[src/rtl/mem_req_stage_pkg.sv]
// Shared widths, control-flow bit positions, load/store size codes and FSM encoding
// for the memory request stage.
package mem_req_stage_pkg;

    localparam int DATA_WIDTH = 32;
    localparam int RD_WIDTH   = 5;

    localparam int CF_MEM_WRITE = 3;
    localparam int CF_MEM_READ  = 2;
    localparam int CF_MEM2REG   = 1;
    localparam int CF_WRITE_REG = 0;

    localparam logic [2:0] LS_B = 3'd0;
    localparam logic [2:0] LS_H = 3'd1;
    localparam logic [2:0] LS_W = 3'd2;

    typedef enum logic [2:0] {
        ST_IDLE = 3'b001,
        ST_REQ  = 3'b010,
        ST_ACC  = 3'b100
    } state_t;

    // Size is func3[1:0] so the unsigned loads (LBU/LHU) are covered too.
    function automatic logic is_misaligned(input logic [1:0] size, input logic [1:0] idx);
        return ((size == LS_H[1:0]) && idx[0]) || ((size == LS_W[1:0]) && (idx != 2'b00));
    endfunction

endpackage

[src/rtl/mem_req_stage_if.sv]
// Request bus between the memory stage and the data memory port.
interface mem_req_stage_if;
    import mem_req_stage_pkg::*;

    logic                  mem_req;
    logic                  mem_we;
    logic [DATA_WIDTH-1:0] mem_addr;
    logic [DATA_WIDTH-1:0] mem_wdata;
    logic [3:0]            mem_wstrb;
    logic                  mem_addr_ok;

    modport master (output mem_req, mem_we, mem_addr, mem_wdata, mem_wstrb,
                    input  mem_addr_ok);
    modport slave  (input  mem_req, mem_we, mem_addr, mem_wdata, mem_wstrb,
                    output mem_addr_ok);

endinterface

[src/rtl/mem_req_stage_ram_wdata_mask.sv]
// Store-side lane steering: replicates byte/halfword data across the word and
// builds the byte strobe from the low address bits.
module ram_wdata_mask
    import mem_req_stage_pkg::*;
(
    input  logic [1:0]            addr_idx,
    input  logic [DATA_WIDTH-1:0] data,
    input  logic [2:0]            func3,
    output logic [DATA_WIDTH-1:0] wdata,
    output logic [3:0]            wstrb
);

    always_comb begin
        wdata = data;
        wstrb = 4'b0000;
        case (func3)
            LS_B: begin
                wdata = {(DATA_WIDTH/8){data[7:0]}};
                wstrb = 4'b0001 << addr_idx;
            end
            LS_H: begin
                wdata = {(DATA_WIDTH/16){data[15:0]}};
                wstrb = 4'b0011 << {addr_idx[1], 1'b0};
            end
            LS_W:    wstrb = 4'b1111;
            default: ;
        endcase
    end

endmodule

[src/rtl/mem_req_stage.sv]
// Memory request pipeline stage: latches the EX result, issues one memory request
// per load/store and hands the entry to write-back. Optional: MISALIGN_TRAP_EN.
//
// state   | meaning
// IDLE    | no request outstanding (empty, or non-memory / trapped entry)
// REQ     | memory entry held, mem_req asserted until mem_addr_ok
// ACC     | request accepted, waiting for write-back to take the entry
module mem_req_stage
    import mem_req_stage_pkg::*;
(
    input  logic                  clk,
    input  logic                  rst_n,
    input  logic                  cancel,
    input  logic                  hold,

    input  logic                  valid_id,
    input  logic                  ready_go_id,
    output logic                  allow_in_ex,
    input  logic [DATA_WIDTH-1:0] alu_result_i,
    input  logic [DATA_WIDTH-1:0] rs2_data_i,
    input  logic [3:0]            control_flow_i,
    input  logic [RD_WIDTH-1:0]   rd_i,
    input  logic [2:0]            ins_func3_i,
    input  logic                  fence_type_i,

    mem_req_stage_if.master       mem,

    output logic                  valid_ex,
    output logic                  ready_go_ex,
    input  logic                  allow_in_wb,
    output logic [DATA_WIDTH-1:0] mem_address_o,
    output logic [3:0]            control_flow_ex,
    output logic [RD_WIDTH-1:0]   rd_ex,
    output logic [2:0]            ins_func3_o,
    output logic                  fence_type_ex,
    output logic                  misalign_o
);

    state_t                state, state_nxt;
    logic                  valid;
    logic [DATA_WIDTH-1:0] alu_result;
    logic [DATA_WIDTH-1:0] rs2_data;
    logic [3:0]            control_flow;
    logic [RD_WIDTH-1:0]   rd;
    logic [2:0]            ins_func3;
    logic                  fence_type;

    logic                  handoff, load_en, in_mem, in_mis, go_req, cur_mis;
    logic                  mem_req_c, ready_go_c;
    logic [DATA_WIDTH-1:0] wdata;
    logic [3:0]            wstrb;

    assign handoff     = allow_in_wb && !hold;
    assign allow_in_ex = !valid || (ready_go_ex && handoff);
    assign load_en     = valid_id && ready_go_id && allow_in_ex;
    assign in_mem      = control_flow_i[CF_MEM_WRITE] | control_flow_i[CF_MEM_READ];
    // Next state looks at the entry being loaded so mem_req rises the cycle it becomes valid.
    assign go_req      = load_en && in_mem && !in_mis && !cancel;

`ifdef MISALIGN_TRAP_EN
    logic is_mem;
    assign is_mem  = control_flow[CF_MEM_WRITE] | control_flow[CF_MEM_READ];
    assign in_mis  = in_mem && is_misaligned(ins_func3_i[1:0], alu_result_i[1:0]);
    assign cur_mis = valid && is_mem && is_misaligned(ins_func3[1:0], alu_result[1:0]);
`else
    assign in_mis  = 1'b0;
    assign cur_mis = 1'b0;
`endif

    always_ff @(posedge clk) begin
        if (!rst_n) begin
            valid        <= 1'b0;
            alu_result   <= '0;
            rs2_data     <= '0;
            control_flow <= '0;
            rd           <= '0;
            ins_func3    <= '0;
            fence_type   <= 1'b0;
        end else begin
            if (cancel)
                valid <= 1'b0;
            else if (allow_in_ex)
                valid <= valid_id && ready_go_id;
            if (load_en) begin
                alu_result   <= alu_result_i;
                rs2_data     <= rs2_data_i;
                control_flow <= control_flow_i;
                rd           <= rd_i;
                ins_func3    <= ins_func3_i;
                fence_type   <= fence_type_i;
            end
        end
    end

    always_ff @(posedge clk) begin
        if (!rst_n)
            state <= ST_IDLE;
        else
            state <= state_nxt;
    end

    always_comb begin
        state_nxt = state;
        case (state)
            ST_IDLE: if (go_req) state_nxt = ST_REQ;
            ST_REQ:  if (mem.mem_addr_ok)
                         state_nxt = !handoff ? ST_ACC : (go_req ? ST_REQ : ST_IDLE);
            ST_ACC:  if (handoff) state_nxt = go_req ? ST_REQ : ST_IDLE;
            default: state_nxt = ST_IDLE;
        endcase
        if (cancel)
            state_nxt = ST_IDLE;
    end

    // Kept apart from next-state logic: allow_in_ex depends on ready_go_ex.
    always_comb begin
        mem_req_c  = 1'b0;
        ready_go_c = 1'b0;
        case (state)
            ST_IDLE: ready_go_c = valid;
            ST_REQ: begin
                mem_req_c  = !cancel;
                ready_go_c = mem.mem_addr_ok;
            end
            ST_ACC:  ready_go_c = 1'b1;
            default: ;
        endcase
    end

    ram_wdata_mask u_wdata_mask (
        .addr_idx (alu_result[1:0]),
        .data     (rs2_data),
        .func3    (ins_func3),
        .wdata    (wdata),
        .wstrb    (wstrb)
    );

    assign mem.mem_req   = mem_req_c;
    assign mem.mem_we    = control_flow[CF_MEM_WRITE];
    assign mem.mem_addr  = {alu_result[DATA_WIDTH-1:2], 2'b00};
    assign mem.mem_wdata = wdata;
    assign mem.mem_wstrb = control_flow[CF_MEM_WRITE] ? wstrb : 4'b0000;

    assign ready_go_ex     = ready_go_c;
    assign valid_ex        = valid;
    assign mem_address_o   = alu_result;
    assign control_flow_ex = (valid && !cur_mis) ? control_flow : 4'b0000;
    assign rd_ex           = rd;
    assign ins_func3_o     = ins_func3;
    assign fence_type_ex   = fence_type;
    assign misalign_o      = cur_mis;

endmodule

[src/flat_wrapper.sv]
// flat-port wrapper written by rule: the top's interface ports become plain ports
module mem_req_stage_flat import mem_req_stage_pkg::*;
  (clk, rst_n, cancel, hold, valid_id, ready_go_id, allow_in_ex, alu_result_i, rs2_data_i, control_flow_i, rd_i, ins_func3_i, fence_type_i, valid_ex, ready_go_ex, allow_in_wb, mem_address_o, control_flow_ex, rd_ex, ins_func3_o, fence_type_ex, misalign_o, mem_mem_req, mem_mem_we, mem_mem_addr, mem_mem_wdata, mem_mem_wstrb, mem_mem_addr_ok);
  mem_req_stage_if mem_i ();
  input  logic clk;
  input  logic rst_n;
  input  logic cancel;
  input  logic hold;
  input  logic valid_id;
  input  logic ready_go_id;
  output logic allow_in_ex;
  input  logic [DATA_WIDTH-1:0] alu_result_i;
  input  logic [DATA_WIDTH-1:0] rs2_data_i;
  input  logic [3:0] control_flow_i;
  input  logic [RD_WIDTH-1:0] rd_i;
  input  logic [2:0] ins_func3_i;
  input  logic fence_type_i;
  output logic valid_ex;
  output logic ready_go_ex;
  input  logic allow_in_wb;
  output logic [DATA_WIDTH-1:0] mem_address_o;
  output logic [3:0] control_flow_ex;
  output logic [RD_WIDTH-1:0] rd_ex;
  output logic [2:0] ins_func3_o;
  output logic fence_type_ex;
  output logic misalign_o;
  output wire logic [$bits(mem_i.mem_req)-1:0] mem_mem_req;
  output wire logic [$bits(mem_i.mem_we)-1:0] mem_mem_we;
  output wire logic [$bits(mem_i.mem_addr)-1:0] mem_mem_addr;
  output wire logic [$bits(mem_i.mem_wdata)-1:0] mem_mem_wdata;
  output wire logic [$bits(mem_i.mem_wstrb)-1:0] mem_mem_wstrb;
  input wire logic [$bits(mem_i.mem_addr_ok)-1:0] mem_mem_addr_ok;
  assign mem_mem_req = mem_i.mem_req;
  assign mem_mem_we = mem_i.mem_we;
  assign mem_mem_addr = mem_i.mem_addr;
  assign mem_mem_wdata = mem_i.mem_wdata;
  assign mem_mem_wstrb = mem_i.mem_wstrb;
  assign mem_i.mem_addr_ok = mem_mem_addr_ok;
  mem_req_stage u_core (.clk(clk), .rst_n(rst_n), .cancel(cancel), .hold(hold), .valid_id(valid_id), .ready_go_id(ready_go_id), .allow_in_ex(allow_in_ex), .alu_result_i(alu_result_i), .rs2_data_i(rs2_data_i), .control_flow_i(control_flow_i), .rd_i(rd_i), .ins_func3_i(ins_func3_i), .fence_type_i(fence_type_i), .mem(mem_i), .valid_ex(valid_ex), .ready_go_ex(ready_go_ex), .allow_in_wb(allow_in_wb), .mem_address_o(mem_address_o), .control_flow_ex(control_flow_ex), .rd_ex(rd_ex), .ins_func3_o(ins_func3_o), .fence_type_ex(fence_type_ex), .misalign_o(misalign_o));
endmodule
[config.mk]
export PLATFORM = sky130hd
export DESIGN_NAME = mem_req_stage_flat
export DESIGN_NICKNAME = d
export VERILOG_FILES = /design/src/rtl/mem_req_stage_pkg.sv /design/src/rtl/mem_req_stage_if.sv /design/src/rtl/mem_req_stage_ram_wdata_mask.sv /design/src/rtl/mem_req_stage.sv /design/src/flat_wrapper.sv
export SDC_FILE = /design/constraint.sdc
export NUM_CORES = 1
export LEC_CHECK = 0
export ABC_AREA = 1
export CAP_MARGIN = 20
export CORE_ASPECT_RATIO = 1.2
export CORE_MARGIN = 5
export CORE_UTILIZATION = 42
export DETAILED_ROUTE_END_ITERATION = 10
export GPL_ROUTABILITY_DRIVEN = 0
export GPL_TIMING_DRIVEN = 0
export MAX_ROUTING_LAYER = met4
export PLACE_DENSITY = 0.93
export SYNTH_ARGS = -nofsm -noshare
export SYNTH_HDL_FRONTEND = slang
export SYNTH_SLANG_ARGS = --single-unit
[constraint.sdc]
create_clock -name clk -period 3.1 [get_ports clk]
set_input_delay 0.93 -clock clk [delete_from_list [all_inputs] [get_ports clk]]
set_output_delay 0.93 -clock clk [all_outputs]
set_load 0.03 [all_outputs]
== Yosys cells after proc, flatten, opt, wreduce, memory -nomap -nowiden ==
Cells that the tools add are included.

* Register bits after elaboration: 81
* Output and inout port bits: 119
* Word-level logic and storage cells: 45

* Equality and inequality tests: 8
* Shifts and indexed selects: 2
* Muxes and demuxes: 12
* Bitwise gates (word level): 2
* Reductions and logical operators: 13

{| class="wikitable"
|+ Operators by type and width
! cell !! number
|-
| $pmux W32 S2 || 1
|-
| $mux W3 || 4
|-
| $pmux W4 S3 || 1
|-
| $pmux W3 S3 || 1
|-
| $mux W4 || 2
|-
| $eq A3 B1 Y1 const B || 2
|-
| $eq A3 B2 Y1 const B || 2
|-
| $logic_and A1 B1 Y1 || 6
|-
| $ne A2 B1 Y1 const B || 2
|-
| $shl A1 B2 Y4 const A || 1
|-
| $shl A2 B2 Y4 const A || 1
|-
| $eq A3 B3 Y1 const B || 1
|-
| $logic_not A1 Y1 || 3
|-
| $logic_not A3 Y1 || 1
|-
| $pmux W1 S3 || 1
|-
| $reduce_and A3 Y1 || 1
|-
| $mux W2 || 1
|-
| $ne A2 B2 Y1 const B || 1
|-
| $reduce_or A2 Y1 || 1
|-
| $logic_or A1 B1 Y1 || 1
|-
| $mux W1 || 1
|-
| $not A1 Y1 || 1
|-
| $or A1 B1 Y1 || 1
|}

== Longest topological paths before layout ==
Gate-level depths: netlist of the first run.

* Depth after elaboration: 11
* Gate-level depth with buffers: 11
* Mapped depth without buffers: 10

== By module ==
Synthesis of the first run repeated with hierarchy kept, for this count alone.

* Cells, all modules: 544
* Area total of the unflattened synthesis: 3812.4 µm²

{| class="wikitable"
|+ By module, submodules not included
! module !! instances !! cells an instance !! area an instance (µm²)
|-
| mem_req_stage || 1 || 433 || 3284.4
|-
| ram_wdata_mask || 1 || 111 || 528.0
|}

== Least setup slack after synthesis of the first run ==
No wires, ideal clock.

* Path type: register -> output
* Start point: register u_core.ins_func3[2] (netlist: u_core.ins_func3_o[2])
* End point: output port mem_mem_wstrb[1]
* Arrival: 1717 ps
* Required time: 2170 ps
* Slack: 453 ps
* Stages on the path, launching flop included: 6
* Path buffers: 0
* Cells stage by stage: dfxtp_1 -> nor2_2 -> nand2_1 -> o21ai_0 -> inv_1 -> a21oi_1

* Longest elaborated chain between the ends: 3
* Elaborated cells between the ends (all ways): 5

{| class="wikitable"
|+ Ends and longest elaborated chain
! item !! line !! text
|-
| start: declaration || mem_req_stage.sv:45 || <nowiki>logic [2:0] ins_func3;</nowiki>
|-
| start signal: assignment || mem_req_stage.sv:89 || <nowiki>ins_func3 <= ins_func3_i;</nowiki>
|-
| $eq A3 B2 Y1 (tied with other cells) || mem_req_stage_ram_wdata_mask.sv:16 || <nowiki>case (func3)</nowiki>
|-
| $pmux W4 S3 * || mem_req_stage_ram_wdata_mask.sv:16 ||
|-
| $mux W4 * || mem_req_stage.sv:142 || <nowiki>assign mem.mem_wstrb = control_flow[CF_MEM_WRITE] ? wstrb : 4'b0000;</nowiki>
|-
| end: declaration || flat_wrapper.sv:31 || <nowiki>output wire logic [$bits(mem_i.mem_wstrb)-1:0] mem_mem_wstrb;</nowiki>
|}

Every way passes the cells marked *; elsewhere a longest branch is shown, timed or not.

== Worst setup path in the final report of the first run ==
* Start point: input port mem_mem_addr_ok
* End point: output port allow_in_ex

* Longest elaborated chain between the ends: 3

{| class="wikitable"
|+ Ends and longest elaborated chain
! item !! line !! text
|-
| start: declaration || flat_wrapper.sv:32 || <nowiki>input wire logic [$bits(mem_i.mem_addr_ok)-1:0] mem_mem_addr_ok;</nowiki>
|-
| $pmux W1 S3 || mem_req_stage.sv:119 || <nowiki>case (state)</nowiki>
|-
| $logic_and A1 B1 Y1 || mem_req_stage.sv:54 || <nowiki>assign allow_in_ex = !valid || (ready_go_ex && handoff);</nowiki>
|-
| $logic_or A1 B1 Y1 || mem_req_stage.sv:54 ||
|-
| end: declaration || flat_wrapper.sv:11 || <nowiki>output logic allow_in_ex;</nowiki>
|}

Every way passes these cells.

==> flow_summary.yaml, run 1 <==
clocking:
  worst_skew_pair.late_latency_ns: 0.34
  cts_root_buf: "clkbuf_8"
  clock_path_buffers: 2
  cts_tree: "done"
  clkTransAtPathRegs_ns: 0.08
  clock-sinks: 81
  cts_made_buffers: 9
  htreeDepth: 3
worst_setup_path:
  critPathMaxStageDelay_ns: 0.49
  crit_path_end_kind: "primary output"
  cp.arrival_ns: 2.05
  worstSetupPathType: "in2out"
  slowest_stage: "clkdlybuf4s50_1"
  cp.required_ns: 2.17
  path_max_fanout: 5
  worstSetupStartpointType: "input pin"
  critical_path.cell_chain: "clkdlybuf4s50_1, nand3_1, nand3_2, nand2_1, nand2_2, buf_2"
die:
  top_level_ports: 204
  initial_core_util_pct: 42.9
  chipWidth_um: 95.4
  core-area_um2: 8560
  die_area_um2: 10700
  rows: 37
  die_h_um: 112
placement:
  io_buffers: 199
  pre_cts_ws_ns: -0.350
  dpl-instance-area_um2: 5820
  dp_hpwl_um: 10300
  dp_cells: 816
synth:
  syn-instance-count: 498
  muxShareOfSynthArea_pct: 2.45
  yosys.area_share.simple_pct: 20.6
  avgSynthCellArea_um2: 7.37
  synthXorXnorAreaFrac_pct: 0
  synth-seq-cells: 81
  yosys_warnings: 0
  synth-compound-area-share_pct: 17.1
  ys_seq_area_share_pct: 44.2
  synthAdderAreaFrac_pct: 0
  syn-cell-area_um2: 3670
  synth_top_family_by_area: "simple AND/OR/NAND/NOR gates"
  synth_cell_types: 23
timing:
  layout_worst_path_cycle_share_pct: 96.2
  rsz0062_at_grt: "no"
  setup_slack_ns: 0.119
  slew_violations: 0
  finalSetupViolations: 0
  fin_worst_skew_ns: 0.00780
  finalSetupTns_ns: 0
  clock.fmax_mhz: 335
  hold_viol: 0
  fin_crit_ns: 2.98
flow_run:
  drv_cap: 0
routing:
  drt-vias-per-instance: 5.00
  routed_wl_um: 13000
  first_pass_iters: 5
  via_count: 4161
  drt_iter0_drc: 205
  routedWlPerCell_um: 15.6
  ant_nets: 0
  route.detailed.drc: 0
final_layout:
  finalNonFillerCells: 833
  finalInstanceArea_um2: 6010
  nets: 796
  n_antenna_cell: 0
  final_cell_mix: "clkdlybuf4s50_1, nor2_1, o21ai_0"
  layout_commonest_cell: "clkdlybuf4s50_1"
  synthToLayoutAreaGrowth_pct: 63.7
  final_layout_size_suffix_gt1_share_pct: 12.3
worst_hold_path:
  hp-class: "reg2reg"
global_route:
  antenna_found_initial: 0
  grt_start_max_net_pins: 14
  grt_pass1_wl_um: 20100
  grt_usage_pct: 24.5
  grt_pass1_vias: 4163
  grt.overflow.total: 0
power_and_ir_drop:
  vdd_ir_drop_max_mv: 0.278
  p_per_area_nw_per_um2: 461
  cellLeakagePower_nw: 2.58
status:
  status: "finished, final reports clean"
critical path, delay by kind of cell:
family | cells | cell delay (ns)
buffers and inverters | 2 | 0.72
and+or+nand+nor | 4 | 0.40
metal layers:
metal | global-route usage (%) | up-vias | wire length (um)
li1 | - | 1993 | -
met1 | 25.3 | 1909 | 4730
met2 | 44.2 | 225 | 6810
met3 | 5.23 | 34 | 1040
met4 | 10.1 | 0 | 414
met5 | - | - | 0
final cells by class:
type | count | area, um2
Timing Repair Buffer | 200 | 1980
Inverter | 29 | 109
Clock buffer | 11 | 141
Tap cell | 117 | 146
Buffer | 69 | 468
Fill cell | 676 | 2550
Clock inverter | 5 | 55.1
Multi-Input combinational cell | 321 | 1490
Sequential cell | 81 | 1620
per-stage QoR:
step                      utilization [%]  hold slack [ns]  total power, mW
after detailed placement             67.9            0.465             2.04
after global placement               67.9            0.457             2.01
after CTS                            70.1            0.483             2.79
final                                70.2            0.484             2.77
after floorplan                         -            0.445             1.65
after global routing                 70.2            0.514             2.91
registers in the layout, indices dropped and copies added (netlist names):
register              cells
u_core.control_flow       4
u_core.rd_ex              5
u_core.ins_func3_o        3
u_core.mem_address_o     32
u_core.fence_type_ex      1
u_core.rs2_data          32
u_core.state              3
u_core.valid_ex           1
kinds of logic after synthesis:
kind of cell / after synthesis
simple gates: 189
compound gates: 121
flops: 81
buf+inv: 98
mux: 8
other cells: 1
worst paths after layout:
check	slack, ns	from	end	cells past startpoint
worst max-delay path	0.12	mem_mem_addr_ok	allow_in_ex	6
worst min-delay path	0.48	u_core.rs2_data[11]	u_core.rs2_data[11]	2
worst max register to register	1.29	u_core.state[1]	u_core.control_flow[1]	9
worst min register to register	0.48	u_core.rs2_data[11]	u_core.rs2_data[11]	2
Yosys cell counts:
library cell,count,area [um2]
mux2_2,8,90.1
nand2_1,27,101
inv_1,28,105
or2_2,1,6.26
buf_6,6,67.6
inv_2,1,3.75
nand3_2,2,20.0
nand3_1,10,50.1
buf_2,4,20.0
dfxtp_1,81,1620
o31ai_1,1,7.51
a21oi_1,16,80.1
buf_4,41,308
nand2_2,1,6.26
nand2_4,1,11.3
nor3_1,2,10.0
o21ai_0,96,480
nor2_1,142,533
o211ai_1,8,60.1
nor2_2,1,6.26
nand4_1,2,12.5
conb_1,1,3.75
clkbuf_1,18,67.6
report_power, final:
group	switching [mW]	internal, mW
logic	0.462	0.380
clock network	0.373	0.392
registers	0.0525	1.11
total	0.887	1.88
repair_timing:
item / in CTS / in global routing
pin swaps: 0 / 1
setup buffers: 0 / 1
setup endpoints to repair: 23 / 8
hold buffers: 0 / 0
resized for setup: 28 / 5
No activity file was read; power rests on OpenSTA's default activity.
==> run 2: changes to the inputs <==
--- a/config.mk
+++ b/config.mk
@@ -15,6 +15,7 @@
 export GPL_TIMING_DRIVEN = 0
 export MAX_ROUTING_LAYER = met4
 export PLACE_DENSITY = 0.93
+export SKIP_LAST_GASP = 1
 export SYNTH_ARGS = -nofsm -noshare
 export SYNTH_HDL_FRONTEND = slang
 export SYNTH_SLANG_ARGS = --single-unit
==> results of run 2 <==
The final DEF is identical to that of run 1; final timing and power are the same.
==> run 3: changes to the inputs <==
--- a/config.mk
+++ b/config.mk
@@ -5,16 +5,15 @@
 export SDC_FILE = /design/constraint.sdc
 export NUM_CORES = 1
 export LEC_CHECK = 0
-export ABC_AREA = 1
 export CAP_MARGIN = 20
 export CORE_ASPECT_RATIO = 1.2
 export CORE_MARGIN = 5
-export CORE_UTILIZATION = 42
+export CORE_UTILIZATION = 44
 export DETAILED_ROUTE_END_ITERATION = 10
 export GPL_ROUTABILITY_DRIVEN = 0
 export GPL_TIMING_DRIVEN = 0
 export MAX_ROUTING_LAYER = met4
-export PLACE_DENSITY = 0.93
+export PLACE_DENSITY = 0.84
 export SKIP_LAST_GASP = 1
 export SYNTH_ARGS = -nofsm -noshare
 export SYNTH_HDL_FRONTEND = slang
==> run 3 against run 2 <==
Compared with the run above: the flow now finishes with violations (negative setup slack); non-clock buffer count increased by 22; sequential power hardly changed; largest power group unchanged; critical path type unchanged; synthesized cell count down 0.20%.
==> flow_summary.yaml, run 3 <==
timing:
  hold_viol: 0
  setup_slack_ns: -0.0264
  rsz0062_at_grt: "yes"
  clock.fmax_mhz: 320
  slew_violations: 0
  timing.slew.headroom_pct: 62.7
  layout_worst_path_cycle_share_pct: 101
  hold_slack_ns: 0.478
  worst_pin_slew_ns: 0.551
  fin_crit_ns: 3.13
  fin_worst_skew_ns: 0.00365
  finalSetupViolations: 1
  finalSetupTns_ns: -0.0264
worst_setup_path:
  critPathMaxStageDelay_ns: 0.53
  r2r_slack_ns: 0.72
  cp.arrival_ns: 2.20
  worst-path-buf-inv: 2
  worstSetupStartpointType: "input pin"
  path_max_fanout: 3
  cp_top_family: "buffers and inverters"
  crit_path_end_kind: "primary output"
  worstSetupPathType: "in2out"
  slowest_stage: "clkdlybuf4s50_1"
  r2r_end: "u_core.rs2_data[1]"
  reg2reg_depth: 7
  cp.required_ns: 2.17
  reg2reg_from: "u_core.state[2]"
  critical_path.cell_chain: "clkdlybuf4s50_1, nor4bb_4, nor3_2, o21ai_2, buf_4"
placement:
  dp_hpwl_um: 11400
  io_buffers: 200
global_route:
  grt_usage_pct: 25.5
  grt.overflow.total: 0
  grt_pass1_wl_um: 23000
  antenna_found_initial: 0
  grt_pass1_vias: 4509
  grt_start_max_net_pins: 14
synth:
  synth_ff_type: "dfxtp_1"
  syn-instance-count: 497
  yosys-top-cells-count: "dfxtp_1, o21ai_0, nand3_1"
  yosys.area.top_type: "dfxtp_1"
  synth-edff-count: 0
  synth_cell_types: 35
  ys_async_sr_fraction_pct: 0
  yosysTopAreaCellShare_pct: 38.5
  synth_area_leaders: "dfxtp_1, o21ai_0, nand3_1"
  avgSynthCellArea_um2: 8.48
  yosys_warnings: 0
  synth-seq-cells: 81
  syn-cell-area_um2: 4210
  ys_seq_area_share_pct: 38.5
routing:
  ant_nets: 0
  route.detailed.drc: 0
  routedWlPerCell_um: 17.5
  drt_iter0_drc: 209
  first_pass_iters: 5
  via_count: 4460
  routed_wl_um: 14700
  drt-vias-per-instance: 5.30
final_layout:
  synthToLayoutAreaGrowth_pct: 59.1
  final_layout_size_suffix_gt1_share_pct: 13.9
  layout_commonest_cell: "clkdlybuf4s50_1"
  nets: 798
  final_cell_mix: "clkdlybuf4s50_1, dfxtp_1, o21ai_0"
  final_util_pct: 70.8
  n_antenna_cell: 0
clocking:
  clkTransAtPathRegs_ns: 0.06
  hold_buffers: 0
  clock-sinks: 81
  cts_made_buffers: 9
  cts_root_buf: "clkbuf_16"
  cts_tree: "done"
  htreeDepth: 3
  clock_path_buffers: 2
  worst_skew_pair.late_latency_ns: 0.33
worst_hold_path:
  hp-start: "u_core.rs2_data[17]"
  hp-class: "reg2reg"
  hold_depth: 2
  whs_endpoint: "u_core.rs2_data[17]"
flow_run:
  drv_cap: 0
power_and_ir_drop:
  p_per_area_nw_per_um2: 428
  power_mw: 2.87
  cellLeakagePower_nw: 2.52
  vdd_ir_drop_max_mv: 0.281
die:
  die_h_um: 117
  top_level_ports: 204
  chipWidth_um: 99.3
  rows: 39
  core-area_um2: 9470
  initial_core_util_pct: 44.5
  die_area_um2: 11600
status:
  status: "finished, violations left"
  violations: "negative setup slack"
==> run 3: cell count changes in the layout (fill, tap and decap cells not counted), sizes merged, moves of 8 or more <==
cell / previous run / this run
inv: 29 / 4
a21boi: 0 / 77
nand3: 12 / 77
nand2: 29 / 2
nor2: 143 / 13
mux2: 8 / 16
o21ai: 96 / 81
clkbuf: 29 / 46
mux2i: 0 / 8
o211ai: 8 / 0
==> run 3: how the worst max path moves through the flow <==
stage,startpoint,cells after the start,slack (ns),endpoint
2_1_floorplan,mem_mem_addr_ok,3,0.10,allow_in_ex
3_3_place_gp,mem_mem_addr_ok,5,-0.68,allow_in_ex
3_5_place_dp,mem_mem_addr_ok,5,-0.73,allow_in_ex
4_1_cts,mem_mem_addr_ok,5,-0.16,allow_in_ex
5_1_grt,mem_mem_addr_ok,5,-0.08,allow_in_ex
6_report,mem_mem_addr_ok,5,-0.03,allow_in_ex
==> run 3: cell type report <==
class	count	area (um2)
multi-input combinational	326	2090
clock inverter	6	58.8
buffer	87	527
sequential	81	1620
timing repair buffer	204	2010
tap	123	154
inverter	4	15.0
fill	742	2760
clock buffer	10	229
==> run 3: where the power goes <==
group / internal, mW / total [mW] / switching (mW)
combinational: 0.332 / 0.696 / 0.364
clock: 0.620 / 1.04 / 0.420
sequential: 1.09 / 1.13 / 0.0412
==> run 3: worst min-delay path: cells and delay by family (launching register included) <==
kind               cells  cell delay [ns]
DFF                    1             0.30
AOI/OAI and AO/OA      2             0.13
==> run 3: metrics by stage <==
stage	setup WS (ns)	cells	instance area [um2]
6_report	-0.0264	841	6710
3_5_place_dp	-0.733	822	6380
4_1_cts	-0.165	840	6680
3_3_place_gp	-0.685	822	6380
5_1_grt	-0.0827	841	6710
2_1_floorplan	0.104	499	4220
==> run 3: layer usage <==
layer | share of wire, % | vias up | track usage (%)
li1 | - | 2167 | -
met2 | 52 | 188 | 46.2
met4 | 1.3 | 0 | 6.01
met5 | 0 | - | -
met1 | 39 | 2090 | 28.8
met3 | 7.3 | 15 | 5.16
==> run 3: kinds of logic (layout without fill, tap and decap cells) <==
logic type	after synthesis	after routing	share of synthesized area, %
muxes	24	24	6.18
and+or+nand+nor	119	119	15.9
other	1	3	0.0890
buffers and inverters	92	311	12.8
DFF	81	81	38.5
AOI/OAI and AO/OA	180	180	26.5
==> run 3: repair_timing <==
item / 4_1_cts / 5_1_grt
setup buffers: 3 / 1
gates cloned: 0 / 0
resized for setup: 30 / 9
pin swaps: 1 / 1
setup endpoints to repair: 29 / 33
